$ cat src/rtl/ddr4_cmd_pkg.sv
// Shared types and constants for the DDR4 command decoder front-end.
// Holds the power-state encoding, RAS/CAS/WE opcodes and address bit indices.
package ddr4_cmd_pkg;

    typedef enum logic [1:0] {
        PWR_ACTIVE  = 2'd0,
        PWR_PWRDN   = 2'd1,
        PWR_SELFREF = 2'd2,
        PWR_XSWAIT  = 2'd3
    } pwr_state_e;

    // {RAS_n, CAS_n, WE_n} with ACT_n = 1
    localparam logic [2:0] OP_MRS = 3'b000;
    localparam logic [2:0] OP_REF = 3'b001;
    localparam logic [2:0] OP_PRE = 3'b010;
    localparam logic [2:0] OP_WR  = 3'b100;
    localparam logic [2:0] OP_RD  = 3'b101;
    localparam logic [2:0] OP_ZQ  = 3'b110;
    localparam logic [2:0] OP_NOP = 3'b111;

    localparam int A10_AP = 10;
    localparam int A12_BC = 12;

endpackage

$ cat src/rtl/ddr4_cke_ctrl.sv
// CKE edge detect, power-state FSM and self-refresh exit (tXS) counter.
// Ports: i_clk, i_reset (async high), i_cke, i_cmd_valid (non-DES/NOP),
//   i_cmd_ref (REF opcode), o_pd/o_pdx/o_srf/o_ckeh/o_ckel/o_illegal
//   (registered pulses), o_cmd_enable (comb), o_pwr_state (registered).
module ddr4_cke_ctrl
    import ddr4_cmd_pkg::*;
#(
    parameter int TXS = 8
) (
    input  logic       i_clk,
    input  logic       i_reset,
    input  logic       i_cke,
    input  logic       i_cmd_valid,
    input  logic       i_cmd_ref,
    output logic       o_pd,
    output logic       o_pdx,
    output logic       o_srf,
    output logic       o_ckeh,
    output logic       o_ckel,
    output logic       o_illegal,
    output logic       o_cmd_enable,
    output logic [1:0] o_pwr_state
);

    localparam int CW = (TXS > 0) ? $clog2(TXS + 1) : 1;
    localparam logic [CW-1:0] TXS_LOAD = (TXS > 0) ? CW'(TXS - 1) : '0;

    logic          r_cke_q;
    pwr_state_e    r_state;
    logic [CW-1:0] r_cnt;
    logic          r_pd;
    logic          r_pdx;
    logic          r_srf;
    logic          r_ckeh;
    logic          r_ckel;
    logic          r_illegal;

    logic          w_fall;
    logic          w_rise;
    pwr_state_e    w_state_nxt;
    logic [CW-1:0] w_cnt_nxt;
    logic          w_pd;
    logic          w_pdx;
    logic          w_srf;
    logic          w_illegal;

    assign w_fall = r_cke_q & ~i_cke;
    assign w_rise = ~r_cke_q & i_cke;

    always_comb begin
        w_state_nxt = r_state;
        w_cnt_nxt   = r_cnt;
        w_pd        = 1'b0;
        w_pdx       = 1'b0;
        w_srf       = 1'b0;
        w_illegal   = 1'b0;
        unique case (r_state)
            PWR_ACTIVE: begin
                if (w_fall) begin
                    // REF with CKE falling becomes self-refresh entry
                    if (i_cmd_ref) begin
                        w_srf       = 1'b1;
                        w_state_nxt = PWR_SELFREF;
                    end else begin
                        w_pd        = 1'b1;
                        w_illegal   = i_cmd_valid;
                        w_state_nxt = PWR_PWRDN;
                    end
                end
            end
            PWR_PWRDN: begin
                w_illegal = i_cmd_valid;
                if (w_rise) begin
                    w_pdx       = 1'b1;
                    w_state_nxt = PWR_ACTIVE;
                end
            end
            PWR_SELFREF: begin
                w_illegal = i_cmd_valid;
                if (w_rise) begin
                    if (TXS == 0) begin
                        w_state_nxt = PWR_ACTIVE;
                    end else begin
                        w_state_nxt = PWR_XSWAIT;
                        w_cnt_nxt   = TXS_LOAD;
                    end
                end
            end
            PWR_XSWAIT: begin
                w_illegal = i_cmd_valid;
                if (w_fall) begin
                    w_pd        = 1'b1;
                    w_cnt_nxt   = '0;
                    w_state_nxt = PWR_PWRDN;
                end else if (r_cnt == '0) begin
                    w_state_nxt = PWR_ACTIVE;
                end else begin
                    w_cnt_nxt = r_cnt - 1'b1;
                end
            end
        endcase
    end

    always_ff @(posedge i_clk or posedge i_reset) begin
        if (i_reset) begin
            r_cke_q   <= 1'b0;
            r_state   <= PWR_ACTIVE;
            r_cnt     <= '0;
            r_pd      <= 1'b0;
            r_pdx     <= 1'b0;
            r_srf     <= 1'b0;
            r_ckeh    <= 1'b0;
            r_ckel    <= 1'b0;
            r_illegal <= 1'b0;
        end else begin
            r_cke_q   <= i_cke;
            r_state   <= w_state_nxt;
            r_cnt     <= w_cnt_nxt;
            r_pd      <= w_pd;
            r_pdx     <= w_pdx;
            r_srf     <= w_srf;
            r_ckeh    <= w_rise;
            r_ckel    <= w_fall;
            r_illegal <= w_illegal;
        end
    end

    assign o_cmd_enable = (r_state == PWR_ACTIVE) & ~w_fall;
    assign o_pd         = r_pd;
    assign o_pdx        = r_pdx;
    assign o_srf        = r_srf;
    assign o_ckeh       = r_ckeh;
    assign o_ckel       = r_ckel;
    assign o_illegal    = r_illegal;
    assign o_pwr_state  = r_state;

endmodule

$ cat src/rtl/ddr4_cmd_decoder.sv
// DDR4 command/address front-end: decodes pins into registered one-hot strobes
// and bank/row/col fields for the bank timing FSM; CKE power handling in
// ddr4_cke_ctrl. Inputs: clk, reset, cke, cs_n, act_n, shared ras/cas/we pins,
// a[13:0], bg_in, ba_in. Outputs: command strobes, bg, ba, row, col,
// pwr_state, illegal.
module ddr4_cmd_decoder
    import ddr4_cmd_pkg::*;
#(
    parameter int BGWIDTH   = 2,
    parameter int BAWIDTH   = 2,
    parameter int ADDRWIDTH = 17,
    parameter int COLWIDTH  = 10,
    parameter int TXS       = 8,
    parameter int OTF_BC    = 1
) (
    input  logic                 clk,
    input  logic                 reset,
    input  logic                 cke,
    input  logic                 cs_n,
    input  logic                 act_n,
    input  logic                 ras_n_a16,
    input  logic                 cas_n_a15,
    input  logic                 we_n_a14,
    input  logic [13:0]          a,
    input  logic [BGWIDTH-1:0]   bg_in,
    input  logic [BAWIDTH-1:0]   ba_in,
    output logic                 ACT,
    output logic                 BST,
    output logic                 CFG,
    output logic                 CKEH,
    output logic                 CKEL,
    output logic                 DPD,
    output logic                 DPDX,
    output logic                 MRR,
    output logic                 MRW,
    output logic                 PD,
    output logic                 PDX,
    output logic                 PR,
    output logic                 PRA,
    output logic                 RD,
    output logic                 RDA,
    output logic                 REF,
    output logic                 SRF,
    output logic                 WR,
    output logic                 WRA,
    output logic [BGWIDTH-1:0]   bg,
    output logic [BAWIDTH-1:0]   ba,
    output logic [ADDRWIDTH-1:0] row,
    output logic [COLWIDTH-1:0]  col,
    output logic [1:0]           pwr_state,
    output logic                 illegal
);

    logic [2:0]  w_op;
    logic [16:0] w_row_full;
    logic        w_cmd_valid;
    logic        w_cmd_ref;
    logic        w_cmd_enable;
    logic        w_dec;
    logic        w_act;
    logic        w_cmd;
    logic        w_ap;
    logic        w_wr;
    logic        w_rd;
    logic        w_bst;

    logic                 r_act;
    logic                 r_bst;
    logic                 r_cfg;
    logic                 r_mrw;
    logic                 r_pr;
    logic                 r_pra;
    logic                 r_rd;
    logic                 r_rda;
    logic                 r_ref;
    logic                 r_wr;
    logic                 r_wra;
    logic [BGWIDTH-1:0]   r_bg;
    logic [BAWIDTH-1:0]   r_ba;
    logic [ADDRWIDTH-1:0] r_row;
    logic [COLWIDTH-1:0]  r_col;

    assign w_op       = {ras_n_a16, cas_n_a15, we_n_a14};
    assign w_row_full = {ras_n_a16, cas_n_a15, we_n_a14, a};

    // Anything selected that is not a NOP counts as a real command
    assign w_cmd_valid = ~cs_n & (~act_n | (w_op != OP_NOP));
    assign w_cmd_ref   = ~cs_n & act_n & (w_op == OP_REF);

    assign w_dec = w_cmd_valid & w_cmd_enable;
    assign w_act = w_dec & ~act_n;
    assign w_cmd = w_dec & act_n;
    assign w_ap  = a[A10_AP];
    assign w_wr  = w_cmd & (w_op == OP_WR);
    assign w_rd  = w_cmd & (w_op == OP_RD);
    assign w_bst = (w_wr | w_rd) & (OTF_BC != 0) & ~a[A12_BC];

    ddr4_cke_ctrl #(
        .TXS (TXS)
    ) u_cke_ctrl (
        .i_clk        (clk),
        .i_reset      (reset),
        .i_cke        (cke),
        .i_cmd_valid  (w_cmd_valid),
        .i_cmd_ref    (w_cmd_ref),
        .o_pd         (PD),
        .o_pdx        (PDX),
        .o_srf        (SRF),
        .o_ckeh       (CKEH),
        .o_ckel       (CKEL),
        .o_illegal    (illegal),
        .o_cmd_enable (w_cmd_enable),
        .o_pwr_state  (pwr_state)
    );

    always_ff @(posedge clk or posedge reset) begin
        if (reset) begin
            r_act <= 1'b0;
            r_bst <= 1'b0;
            r_cfg <= 1'b0;
            r_mrw <= 1'b0;
            r_pr  <= 1'b0;
            r_pra <= 1'b0;
            r_rd  <= 1'b0;
            r_rda <= 1'b0;
            r_ref <= 1'b0;
            r_wr  <= 1'b0;
            r_wra <= 1'b0;
            r_bg  <= '0;
            r_ba  <= '0;
            r_row <= '0;
            r_col <= '0;
        end else begin
            r_act <= w_act;
            r_bst <= w_bst;
            r_cfg <= w_cmd & (w_op == OP_ZQ);
            r_mrw <= w_cmd & (w_op == OP_MRS);
            r_ref <= w_cmd & (w_op == OP_REF);
            r_pr  <= w_cmd & (w_op == OP_PRE) & ~w_ap;
            r_pra <= w_cmd & (w_op == OP_PRE) & w_ap;
            r_wr  <= w_wr & ~w_ap;
            r_wra <= w_wr & w_ap;
            r_rd  <= w_rd & ~w_ap;
            r_rda <= w_rd & w_ap;
            if (w_dec) begin
                r_bg <= bg_in;
                r_ba <= ba_in;
            end
            if (w_act) begin
                r_row <= w_row_full[ADDRWIDTH-1:0];
            end
            if (w_wr | w_rd) begin
                r_col <= a[COLWIDTH-1:0];
            end
        end
    end

    assign ACT  = r_act;
    assign BST  = r_bst;
    assign CFG  = r_cfg;
    assign MRW  = r_mrw;
    assign PR   = r_pr;
    assign PRA  = r_pra;
    assign RD   = r_rd;
    assign RDA  = r_rda;
    assign REF  = r_ref;
    assign WR   = r_wr;
    assign WRA  = r_wra;
    assign DPD  = 1'b0;
    assign DPDX = 1'b0;
    assign MRR  = 1'b0;
    assign bg   = r_bg;
    assign ba   = r_ba;
    assign row  = r_row;
    assign col  = r_col;

endmodule
$ cat config.mk
export PLATFORM = sky130hd
export DESIGN_NAME = ddr4_cmd_decoder
export DESIGN_NICKNAME = d
export VERILOG_FILES = /design/src/rtl/ddr4_cmd_pkg.sv /design/src/rtl/ddr4_cke_ctrl.sv /design/src/rtl/ddr4_cmd_decoder.sv
export SDC_FILE = /design/constraint.sdc
export NUM_CORES = 1
export LEC_CHECK = 0
export ABC_AREA = 1
export BUFFER_PORTS_ARGS = -buffer_cell sky130_fd_sc_hd__buf_2
export CORE_UTILIZATION = 37
export DETAILED_ROUTE_END_ITERATION = 6
export GPL_ROUTABILITY_DRIVEN = 0
export PLACE_DENSITY = 0.69
export SKIP_LAST_GASP = 1
export SYNTH_ARGS = -nofsm -noshare
export SYNTH_HDL_FRONTEND = slang
export SYNTH_SLANG_ARGS = --single-unit
$ cat constraint.sdc
create_clock -name clk -period 3.07 [get_ports clk]
set_input_delay 0.1535 -clock clk [delete_from_list [all_inputs] [get_ports clk]]
set_output_delay 0.1535 -clock clk [all_outputs]
set_load 0.02 [all_outputs]
Yosys cells after proc, flatten, opt, wreduce, memory -nomap -nowiden
Index checks and enable logic that the tools add are counted.
{ "classes": {"add_sub_neg": 1, "eq_ne": 14, "n_mux": 23, "bitwise": 31, "reduce_logical": 7} }
{ "ops": {"columns": ["operator", "count"], "rows": [
  ["AND 1 bit", 22],
  ["2-to-1 mux 2 bit", 6],
  ["2-to-1 mux 4 bit", 3],
  ["2-to-1 mux 1 bit", 10],
  ["== test 3 bit (second input constant)", 3],
  ["one-hot mux 2 bit (4 select lines)", 1],
  ["one-hot mux 4 bit (2 select lines)", 1],
  ["inverter 1 bit", 7],
  ["inequality test 2 x 1 -> 1 bit (second input constant)", 3],
  ["== test 2 bit (second input constant)", 2],
  ["zero test 4 bit", 1],
  ["one-hot mux 1 bit (2 select lines)", 2],
  ["AND reduction 4 bit", 1],
  ["subtractor 4 x 1 -> 4 bit (second input constant)", 1],
  ["== test 3 x 1 -> 1 bit (second input constant)", 1],
  ["== test 3 x 2 -> 1 bit (second input constant)", 1],
  ["zero test 3 bit", 1],
  ["inequality test 3 x 1 -> 1 bit (second input constant)", 1],
  ["inequality test 3 x 2 -> 1 bit (second input constant)", 1],
  ["inequality test 3 bit (second input constant)", 1],
  ["AND reduction 3 bit", 1],
  ["OR reduction 3 bit", 1],
  ["== test 2 x 1 -> 1 bit (second input constant)", 1],
  ["zero test 2 bit", 1],
  ["other kinds (2)", 3]
]} }
{ "word_totals": {"register_bits": 55, "inputBits": 26, "out_inout_bits": 53} }

Depth between registers and ports, before layout
Gate-level depths: netlist of run 1.
{ "logic_depth": {"ltp_word": 9, "depth_mapped": 11, "depth_no_buf": 10} }

By module
From an unflattened synthesis of run 1, not the netlist that was laid out.
{ "hier_totals": {"hier_cells": 262, "hier_area_um2": 2408.6} }
{ "modules_own_cells": {"columns": ["module", "instances", "cells_each", "area_each_um2", "seq_area_each_um2"], "rows": [
  ["ddr4_cmd_decoder", 1, 175, 1682.9, 1051.0],
  ["ddr4_cke_ctrl", 1, 87, 725.7, 325.3]
]} }

Worst setup path after synthesis of run 1
No wires, ideal clock.
{ "synth_timing": {"path_type": "register to register", "startpoint": "register u_cke_ctrl.r_state[0], in the netlist u_cke_ctrl.o_pwr_state[0]", "endpoint": "register r_col[0], in the netlist col[0]", "setup_time_ps": 117, "arrival_time_ps": 1505, "t_required_ps": 2953, "setup_slack_ps": 1448, "path_stages_with_launch": 9, "n_path_buf": 1, "synth_period_minus_slack_ps": 1622, "cell_sequence": "dfrtp_1 -> inv_1 -> ha_1 -> inv_1 -> nor2_8 -> nand4_2 -> buf_4 -> nand3_1 -> nand2_1"} }
{ "synth_between": {"elab_chain_len": 6, "elab_cells_between_ends": 7} }
{ "synth_rtl": {"columns": ["item", "line", "text"], "rows": [
  ["from (decl)", "ddr4_cke_ctrl.sv:29", "pwr_state_e r_state;"],
  ["from (signal assigned)", "ddr4_cke_ctrl.sv:117", "r_state <= w_state_nxt;"],
  ["zero test 2 bit (*)", "ddr4_cke_ctrl.sv:128", "assign o_cmd_enable = (r_state == PWR_ACTIVE) & ~w_fall;"],
  ["AND 1 bit (*)", "ddr4_cke_ctrl.sv:128", null],
  ["AND 1 bit (*)", "ddr4_cmd_decoder.sv:90", "assign w_dec = w_cmd_valid & w_cmd_enable;"],
  ["AND 1 bit (*)", "ddr4_cmd_decoder.sv:92", "assign w_cmd = w_dec & act_n;"],
  ["AND 1 bit, on equally long branches", "ddr4_cmd_decoder.sv:94, ddr4_cmd_decoder.sv:95", null],
  ["OR 1 bit (*)", "ddr4_cmd_decoder.sv:152", "if (w_wr | w_rd) begin"],
  ["to (signal assigned)", "ddr4_cmd_decoder.sv:153", "r_col <= a[COLWIDTH-1:0];"],
  ["to (decl)", "ddr4_cmd_decoder.sv:81", "logic [COLWIDTH-1:0] r_col;"]
]} }
Mark *: on every way between the ends. The rest lies on a longest branch, timed or not.
A chain may end at the register's enable or synchronous reset.

Worst setup path after layout of run 1
Ends and elaborated chain as after synthesis.

==> metrics, run 1 <==
status finished, final reports clean; max-slew violations 0; core box area between 0.006 and 0.007 mm²; Period Utilization, post-route about three fifths; vias in the first global route 1,790; first-pass GRT wire length around 8500 µm; Worst Clk Skew between 15 and 20 ps; CTS Root Cell clkbuf_8; DR WL/cell ~12 µm; final instance area roughly 0.003 mm²; layout cells sized above 1 around 28%; routed vias approximately 1,900; CTS Buf Count 5; Initial Util a little under two fifths; most frequent cell after synthesis nand2_1; Pre-antenna DRT Iters 4; Net count, final 373; top-area cell type share of the netlist area a little under three fifths; peak supply drop roughly 0.00043 V; setup TNS 0 ps; Crit path largest cell delay between 400 and 500 ps; largest net degree at the start of global routing 36; Crit-path slowest cell dfrtp_1; RSZ-0062 raised after global routing no; class of the worst hold path input port to register; Total Power between 0.002 and 0.003 W; CTS H-Tree Depth 2; number of flops mapped to enable cells by yosys 0; Top FF cell, synth dfrtp_1; CTS tree yes; drt initial violations about 130; number of placed cells counting well taps ~410; Skew-Pair Late Insertion Delay between 300 and 400 ps; DIE AREA between 0.006 and 0.007 mm²; Placed Area approximately 0.0028 mm²; final setup fails 0; worst endpoint required time about 3300 ps; Post-route DRC 0; die span in x a little over 80 µm; Min Hold Slack between 20 and 25 ps; Final Non-Filler Cells between 400 and 500; crit path capture type register; Max-slew headroom 50.6%; part of the Yosys area used for sequential elements a little under three fifths; I/O Buffers between 70 and 80; pwr/cell area between 800 and 900 mW/mm²; ranking of synthesized cells by area dfrtp_1, nand2_1, ha_1; yosys warns 0; maximum fanout along the worst path 14; Max-cap violations 0; Yosys cell types 28; number of top-level pins 79; CP Cell Sequence inv_1 > ha_1 > inv_1 > nor2_8 > nand4_2 > nand2_2 > nand2_1 > nand2_1; Hold Fails Final Rpt 0; kind of critical path register to register; Syn Area/Cell ~9.3 µm²; Worst-path clk slew between 100 and 150 ps; std cell rows 29; height of the die just over 80 µm; post-DP HPWL roughly 3700 µm; ANT cells 0; Synth area leader dfrtp_1; type of origin of the critical path register; min Tclk post-route ~1900 ps; clk sink count 55; Routed WL 5020 µm; most frequent cells after synthesis nand2_1, dfrtp_1, inv_1, nor2_1, nand3_1; Area Overhead vs Synth 22.5%; Post-Syn Area between 0.002 and 0.0025 mm²; drt via density ~4.5; CP Data Arrival Time about 2100 ps; FMAX around 0.53 GHz; Final ANT Viol Nets 0; Cells after Synth between 200 and 300; Yosys reg bits 55; worst slew pin tran 739 ps; leakage 1.70 nW; Tot GR Track Use between 10% and 20%; Async S/R FF share, synth between 90% and 100%; GR Overflow Total 0; antenna violations before repair 0; clock buffer depth 2
[metrics by stage]
stage	setup slack, ps	util [%]
3_5_place_dp	1190	44.8
6_report	1200	46.9
3_3_place_gp	1280	44.8
5_1_grt	1010	46.9
2_1_floorplan	1450	-
4_1_cts	1180	46.9
[logic make-up after synthesis]
group                      share of synthesized area [%]
and+or+nand+nor                                     27.9
muxes                                              0.414
buffers and inverters                               6.83
adders and majority gates                           3.62
DFF                                                 56.9
AOI/OAI and AO/OA                                   3.78
other                                              0.155
xor gates and xnor gates                           0.362
[worst max-delay path: cells and delay by family (launching register included)]
family | cells | cell delay (ps)
fa+ha+maj | 1 | 170
buf+inv | 2 | 220
flops | 1 | 430
simple gates | 5 | 990
[layout make-up]
type,count,area [µm²]
inverter,22,90.1
timing repair buffer,78,403
clock inverter,2,38.8
fill,628,3350
tap,77,96.3
clock buffer,6,72.6
sequential,55,1380
multi-input combinational,178,883
[final timing paths]
check,end,slack [ps],depth (start not counted),startpoint
worst max-delay path,col[0],1200,8,u_cke_ctrl.o_pwr_state[0]
min in group asynchronous,row[8],490,3,reset
max in group asynchronous,col[4],1800,4,reset
worst min-delay path,u_cke_ctrl.r_cke_q,20,1,cke
worst min register to register,row[11],480,2,row[11]
worst max register to register,col[0],1200,8,u_cke_ctrl.o_pwr_state[0]
[where the power goes]
part	internal [W]	total (W)	leakage, nW	switching (W)
Combinational	0.000351	0.00104	0.945	0.000684
Clock	0.000247	0.000490	0.0558	0.000243
Sequential	0.000962	0.00108	0.703	0.000123
[sequential cells by signal, indices dropped and copies added (netlist names), 2 cells and up]
register / cells
u_cke_ctrl.r_cnt: 4
bg: 2
u_cke_ctrl.o_pwr_state: 2
col: 10
row: 17
ba: 2
[metal layers]
layer  vias up  global-route usage [%]  wire, µm
met1       857                    19.8      2270
met4         0                    4.86        71
li1        959                       -         -
met2        42                    25.3      2460
met3         5                    3.08       221
met5         -                       0         0
[layout by cell type (no fill, tap or decap)]
cell type / netlist / layout
nand2_8: 2 / 2
a21boi_0: 1 / 1
nand2_1: 101 / 101
a21oi_2: 1 / 1
nor2_2: 1 / 1
inv_1: 19 / 18
buf_2: 0 / 75
nand3_1: 15 / 15
and3_1: 1 / 1
inv_2: 1 / 2
nor2_1: 19 / 19
ha_1: 7 / 7
dlygate4sd3_1: 0 / 2
mux2i_1: 1 / 1
buf_4: 4 / 1
dfrtp_1: 55 / 55
conb_1: 1 / 3
o21ai_0: 9 / 9
nor3_1: 2 / 2
nor2_4: 2 / 2
a21oi_1: 2 / 2
xnor2_1: 1 / 1
nand4_2: 2 / 2
bufinv_16: 0 / 1
inv_4: 1 / 1
clkbuf_1: 0 / 1
nand2_2: 1 / 1
o21ai_1: 4 / 4
nand4_1: 2 / 2
nor2_8: 1 / 1
inv_6: 1 / 2
clkbuf_8: 0 / 5
[repair_timing]
| action | CTS | global route |
|---|---|---|
| endpoints found under the hold margin | 17 | 0 |
| hold buffers | 2 | 0 |
| setup buffers | 0 | 0 |
| gates resized for setup | 0 | 0 |
Note: power is estimated with default switching activity, not from simulation.
==> inputs of run 2 (changes only) <==
--- a/config.mk
+++ b/config.mk
@@ -10,7 +10,7 @@
 export CORE_UTILIZATION = 37
 export DETAILED_ROUTE_END_ITERATION = 6
 export GPL_ROUTABILITY_DRIVEN = 0
-export PLACE_DENSITY = 0.69
+export PLACE_DENSITY = 0.72
 export SKIP_LAST_GASP = 1
 export SYNTH_ARGS = -nofsm -noshare
 export SYNTH_HDL_FRONTEND = slang
==> constraint.sdc (replaced) <==
create_clock -name clk -period 1.55 [get_ports clk]
set_input_delay 0.0775 -clock clk [delete_from_list [all_inputs] [get_ports clk]]
set_output_delay 0.0775 -clock clk [all_outputs]
set_load 0.02 [all_outputs]
==> run 2 against run 1 <==
Compared with the run above:
- first-iteration DRC count shrank 30%
- via count grew 11%
- critical path depth stayed put
- final cell count is 8.1% higher
- clock skew fell by 12 ps
- worst hold slack gained 17 ps
- setup slack worse by 1100 ps
- sequential share of layout area down 5.3 points
- die area unchanged
- utilization is 6.2 points higher
- clock power grew 98%
- largest cell class unchanged
- largest power group is now combinational cells
- highest routed layer unchanged
==> metrics, run 2 (same netlist as run 1, synthesis figures left out) <==
Post-route DRC 0 (unchanged); clk sink count 55 (unchanged); Flop pwr share 39.9% (-1.7 points); hold-critical path endpoint CFG; clock buffer depth 2 (unchanged); drt via density 4.56 (+2.3%); height of the die 82.8 µm (unchanged); drt initial violations 88 (-30%); R2R Path Start u_cke_ctrl.o_pwr_state[1]; Min Hold Slack 38.2 ps (+17.2 ps); max FFs per register 17 (unchanged); final instance area 0.00335 mm² (+13%); Net count, final 407 (+9.1%); class of the worst hold path input port to register; post-DP HPWL 3900 µm (+4.8%); fillcell total 597 (-4.9%); DR WL/cell 12.5 µm (+3.8%); Placed Area 0.00294 mm² (+4.0%); Multi-input gate area 943 µm² (+6.8%); RSZ-0062 raised after global routing no; Sw Share 40.0% (-0.19 points); status finished, final reports clean; leakage 1.85 nW (+8.8%); CTS Buf Count 5 (unchanged); Logic pwr share 42.1% (+2.4 points); Worst-path clk slew 100 ps (about the same); routed vias 2,061 (+11%); ANT cells 0 (unchanged); CTS Root Cell clkbuf_8; Tot GR Track Use 16.8% (+1.6 points); antenna violations before repair 0 (unchanged); FMAX 0.684 GHz (+28%); Critical R2R Capture col[6]; Routed WL 5630 µm (+12%); Period Utilization, post-route 94.3% (+33 points); number of top-level pins 79 (unchanged); FF-to-FF path depth 8 (unchanged); peak supply drop 0.000736 V (+73%); min Tclk post-route 1460 ps (-408 ps); layout cells sized above 1 32.8% (+4.4 points); vias in the first global route 2,011 (+12%); Hold Fails Final Rpt 0 (unchanged); Max-cap violations 0 (unchanged); Int Power 0.00324 W (+110%); Worst Hold Path Cells 2 (+1); Clk pwr share 18.0% (-0.8 points); die span in x 82.8 µm (unchanged); Psw 0.00216 W (+110%); CTS H-Tree Depth 2 (unchanged); Area Overhead vs Synth 38.6%; final setup fails 0 (unchanged); storage element area 0.00138 mm² (+0.18%); GR Overflow Total 0 (unchanged); core box area 0.00631 mm² (unchanged); number of placed cells counting well taps 421 (+3.2%); DIE AREA 0.00686 mm² (unchanged); commonest non-fill, non-tap cell in the layout nand2_1; final core occ 53.1% (+6.2 points); max-slew violations 0 (unchanged); I/O Buffers 75 (unchanged); CTS tree yes; maximum fanout along the worst path 5 (-9); Skew-Pair Late Insertion Delay 310 ps (about the same); pwr/cell area 1610 mW/mm² (+83%); CP Data Arrival Time 1680 ps (-450 ps); Total Power 0.00540 W (+110%); Initial Util 38.3% (unchanged); Worst Clk Skew 3.49 ps (-12.0 ps); Pre-antenna DRT Iters 4 (unchanged); r2r setup slk 90 ps (-1110 ps); std cell rows 29 (unchanged); largest net degree at the start of global routing 36 (unchanged); first-pass GRT wire length 9320 µm (+10%); Final ANT Viol Nets 0 (unchanged); worst endpoint required time 1760 ps (-1570 ps); kind of critical path register to register; type of origin of the critical path register; crit path capture type register; Final Non-Filler Cells 452 (+8.1%); commonest cells after routing, fill and taps aside nand2_1, buf_2, dfrtp_1; hold_sp ras_n_a16
run 2: critical path, cell delays in order, from the launching register on:
cell and delay (ps):
dfrtp_2 410, inv_2 80, ha_4 140, inv_2 60
nor2_8 190, nand4_4 160, buf_4 200, nand3_1 80
nand2_1 50
run 2: routing by layer:
layer / part of all wire (%) / up-vias / GRT usage, % / wire (µm)
met5: 0 / - / 0 / 0
met4: 2.3 / 0 / 6.58 / 127
met3: 5.7 / 12 / 4.27 / 320
met2: 46 / 63 / 26.1 / 2590
met1: 46 / 956 / 22.5 / 2600
li1: - / 1030 / - / -
run 2: power by group through the flow:
stage / logic, W / registers (W) / clock network (W)
after global routing: 0.00253 / 0.00221 / 0.00104
final: 0.00228 / 0.00216 / 0.000971
after detailed placement: 0.00214 / 0.00217 / 0
after floorplan: 0.000862 / 0.00271 / 0
after CTS: 0.00219 / 0.00215 / 0.00100
after global placement: 0.00208 / 0.00218 / 0
run 2: per-stage QoR:
| stage | TNS [ps] | setup WS (ps) |
|---|---|---|
| after floorplan | -54.3 | -7.76 |
| after global placement | 0 | 34.7 |
| after CTS | 0 | 7.63 |
| after detailed placement | 0 | 14.7 |
| final | 0 | 88.5 |
| after global routing | 0 | 11.9 |
run 2: how the worst max path moves through the flow:
stage | startpoint | end | cells past startpoint | slack, ps
2_1_floorplan | u_cke_ctrl.o_pwr_state[0] | col[0] | 8 | -8
3_3_place_gp | u_cke_ctrl.o_pwr_state[0] | row[2] | 10 | 30
3_5_place_dp | u_cke_ctrl.o_pwr_state[0] | row[4] | 10 | 10
4_1_cts | u_cke_ctrl.o_pwr_state[0] | col[0] | 8 | 8
5_1_grt | u_cke_ctrl.o_pwr_state[1] | row[11] | 10 | 10
6_report | u_cke_ctrl.o_pwr_state[1] | col[6] | 8 | 90
run 2: area by class of cell:
cell class	count	area share, %
repair inverters	1	0.336
clock buffers	6	2.17
multi-input cells	179	28.2
repair buffers	110	21.1
clock inverters	2	1.16
flip-flops and latches	55	41.2
well taps	77	2.88
inverters	22	2.99
run 2: timing repair:
item,in CTS,in global routing
setup buffers,0,1
gates cloned,0,2
pin swaps,0,3
gates resized for setup,1,18
endpoints found under the hold margin,52,0
hold buffers,20,0
setup endpoints to repair,3,40
==> inputs of run 3 (changes only) <==
--- a/config.mk
+++ b/config.mk
@@ -10,7 +10,8 @@
 export CORE_UTILIZATION = 37
 export DETAILED_ROUTE_END_ITERATION = 6
 export GPL_ROUTABILITY_DRIVEN = 0
-export PLACE_DENSITY = 0.72
+export HOLD_SLACK_MARGIN = 0.15
+export PLACE_DENSITY = 0.69
 export SKIP_LAST_GASP = 1
 export SYNTH_ARGS = -nofsm -noshare
 export SYNTH_HDL_FRONTEND = slang
==> constraint.sdc (replaced) <==
create_clock -name clk -period 1.7 [get_ports clk]
set_input_delay 0.085 -clock clk [delete_from_list [all_inputs] [get_ports clk]]
set_output_delay 0.085 -clock clk [all_outputs]
set_load 0.02 [all_outputs]
==> run 3 against run 2 <==
Compared with the run above:
- non-clock buffer count is 4 lower
- die area stayed put
- final area is 3.9% lower
- critical endpoint is now row[9]
- via count is 0.53% lower
- flip-flop and latch count stayed put
- wire length is 2.8% lower
- sequential power is 9% lower
- worst hold slack better by 160 ps
==> metrics, run 3 (same netlist as run 1, synthesis figures left out) <==
max FFs per register 17 (unchanged); Routed WL 5480 µm (-2.8%); CTS H-Tree Depth 2 (unchanged); Final ANT Viol Nets 0 (unchanged); min Tclk post-route 1570 ps (+110 ps); final core occ 51.0% (-2.1 points); crit path capture type register; std cell rows 29 (unchanged); ANT cells 0 (unchanged); Setup crit end row[9]; final setup fails 0 (unchanged); worst endpoint required time 1950 ps (+190 ps); largest net degree at the start of global routing 29 (-19%); Hold Fails Final Rpt 0 (unchanged); Max-cap violations 0 (unchanged); height of the die 82.8 µm (unchanged); R2R Path Start u_cke_ctrl.o_pwr_state[0]; antenna violations before repair 0 (unchanged); DIE AREA 0.00686 mm² (unchanged); CTS Buf Count 5 (unchanged); Logic pwr share 42.1% (about the same); class of the worst hold path input port to register; FMAX 0.636 GHz (-7.0%); DR WL/cell 12.3 µm (-1.5%); Buf+Inv Stages, Crit Path 4 (+1); type of origin of the critical path register; Critical Path Stages 10 (+2); Psw 0.00193 W (-11%); kind of critical path register to register; # Post-CTS Setup Buffers 0 (unchanged); leakage 1.81 nW (-2.6%); Period Utilization, post-route 92.4% (-1.8 points); commonest cells after routing, fill and taps aside nand2_1, buf_2, dfrtp_1; Critical R2R Capture row[9]; Int Power 0.00273 W (-16%); core box area 0.00631 mm² (unchanged); commonest non-fill, non-tap cell in the layout nand2_1; Initial Util 38.3% (unchanged); Post-route DRC 0 (unchanged); layout cells sized above 1 28.2% (-4.6 points); status finished, final reports clean; Area Overhead vs Synth 33.2%; maximum fanout along the worst path 22 (+17); Crit path largest cell delay 390 ps (-20 ps); die span in x 82.8 µm (unchanged); Skew-Pair Late Insertion Delay 310 ps (about the same); I/O Buffers 75 (unchanged); drt via density 4.60 (+0.80%); Worst Clk Skew 7.34 ps (+3.85 ps); FF-to-FF path depth 10 (+2); Min Hold Slack 202 ps (+164 ps); CTS Root Cell clkbuf_8; number of top-level pins 79 (unchanged); Worst-path clk slew 100 ps (about the same); Net count, final 401 (-1.5%); post-DP HPWL 3860 µm (-0.98%); Crit. Startpoint u_cke_ctrl.o_pwr_state[0]; Clk pwr share 15.6% (-2.4 points); CP Cell Sequence inv_1 > ha_1 > inv_1 > nor2_8 > nand2_8 > inv_6 > nand2_8 > inv_8 > nand2_1 > nand2_1; Pre-antenna DRT Iters 4 (unchanged); clk sink count 55 (unchanged); max-slew violations 0 (unchanged); r2r setup slk 130 ps (+40 ps); Crit-path slowest cell dfrtp_1; first-pass GRT wire length 9310 µm (about the same); peak supply drop 0.000730 V (-0.82%); setup TNS 0 ps (unchanged); Sw Share 41.4% (+1.4 points); RSZ-0062 raised after global routing no; drt initial violations 100 (+14%); Flop pwr share 42.3% (+2.4 points); pwr/cell area 1440 mW/mm² (-10%); routed vias 2,050 (-0.53%); Tot GR Track Use 16.6% (-0.13 points); vias in the first global route 2,029 (+0.90%); Largest delay share family, worst path simple AND/OR/NAND/NOR gates; CP Data Arrival Time 1820 ps (+140 ps); CTS tree yes; clock buffer depth 2 (unchanged); GR Overflow Total 0 (unchanged)
==> run 3: changes by cell type in the layout (fill, tap and decap cells not counted), moves of 3 or more <==
cell,before,now
buf_4,12,7
dlygate4sd3_1,20,24
inv_2,5,2
inv_1,15,18
ha_1,4,7
==> run 3: worst min path at each step <==
| stage | startpoint | to | slack (ps) | depth (start not counted) |
|---|---|---|---|---|
| 2_1_floorplan | cke | u_cke_ctrl.r_cke_q | 120 | 0 |
| 6_report | act_n | col[0] | 200 | 4 |
| 3_3_place_gp | reset | row[8] | 190 | 3 |
| 3_5_place_dp | reset | row[7] | 190 | 3 |
| 5_1_grt | act_n | col[7] | 230 | 4 |
| 4_1_cts | act_n | col[0] | 220 | 4 |
==> run 3: metal layers <==
| metal | wire, µm | GRT usage, % | vias up |
|---|---|---|---|
| li1 | - | - | 1019 |
| met1 | 2430 | 21.7 | 965 |
| met2 | 2720 | 28.0 | 56 |
| met3 | 205 | 2.39 | 10 |
| met4 | 119 | 6.58 | 0 |
| met5 | 0 | 0 | - |
==> run 3: cell type report <==
cell class	instances	area [µm²]
repair buffers	106	668
well taps	77	96.3
clock buffers	6	72.6
fillers	605	3090
flip-flops and latches	55	1380
inverters	22	95.1
multi-input cells	178	895
clock inverters	2	16.3
==> run 3: tightest hold or removal path: stages <==
cell     delay, ps
buf_2          140
nand4_4        120
nand3_1         70
nand2_1         60
==> run 3: timing repair <==
| action | 4_1_cts | 5_1_grt |
|---|---|---|
| endpoints found under the hold margin | 102 | 0 |
| hold buffers | 24 | 0 |
| gates resized for setup | 0 | 4 |
| endpoints found under the setup margin | 0 | 24 |
==> run 3: power groups by stage <==
| stage | clock (W) | sequential, W | combinational [W] |
|---|---|---|---|
| after floorplan | 0 | 0.00246 | 0.000792 |
| after global placement | 0 | 0.00197 | 0.00188 |
| after detailed placement | 0 | 0.00198 | 0.00193 |
| after CTS | 0.000764 | 0.00197 | 0.00197 |
| after global routing | 0.000801 | 0.00202 | 0.00215 |
| final | 0.000726 | 0.00197 | 0.00196 |
==> run 3: stage by stage <==
step | total power, W | cells | worst slack [ps] | instance area (µm²)
after floorplan | 0.00326 | 263 | 78.2 | 2420
after global placement | 0.00385 | 414 | 113 | 2870
after detailed placement | 0.00391 | 414 | 55.8 | 2870
after CTS | 0.00470 | 446 | 48.4 | 3200
after global routing | 0.00497 | 446 | 0.0919 | 3220
final | 0.00465 | 446 | 128 | 3220
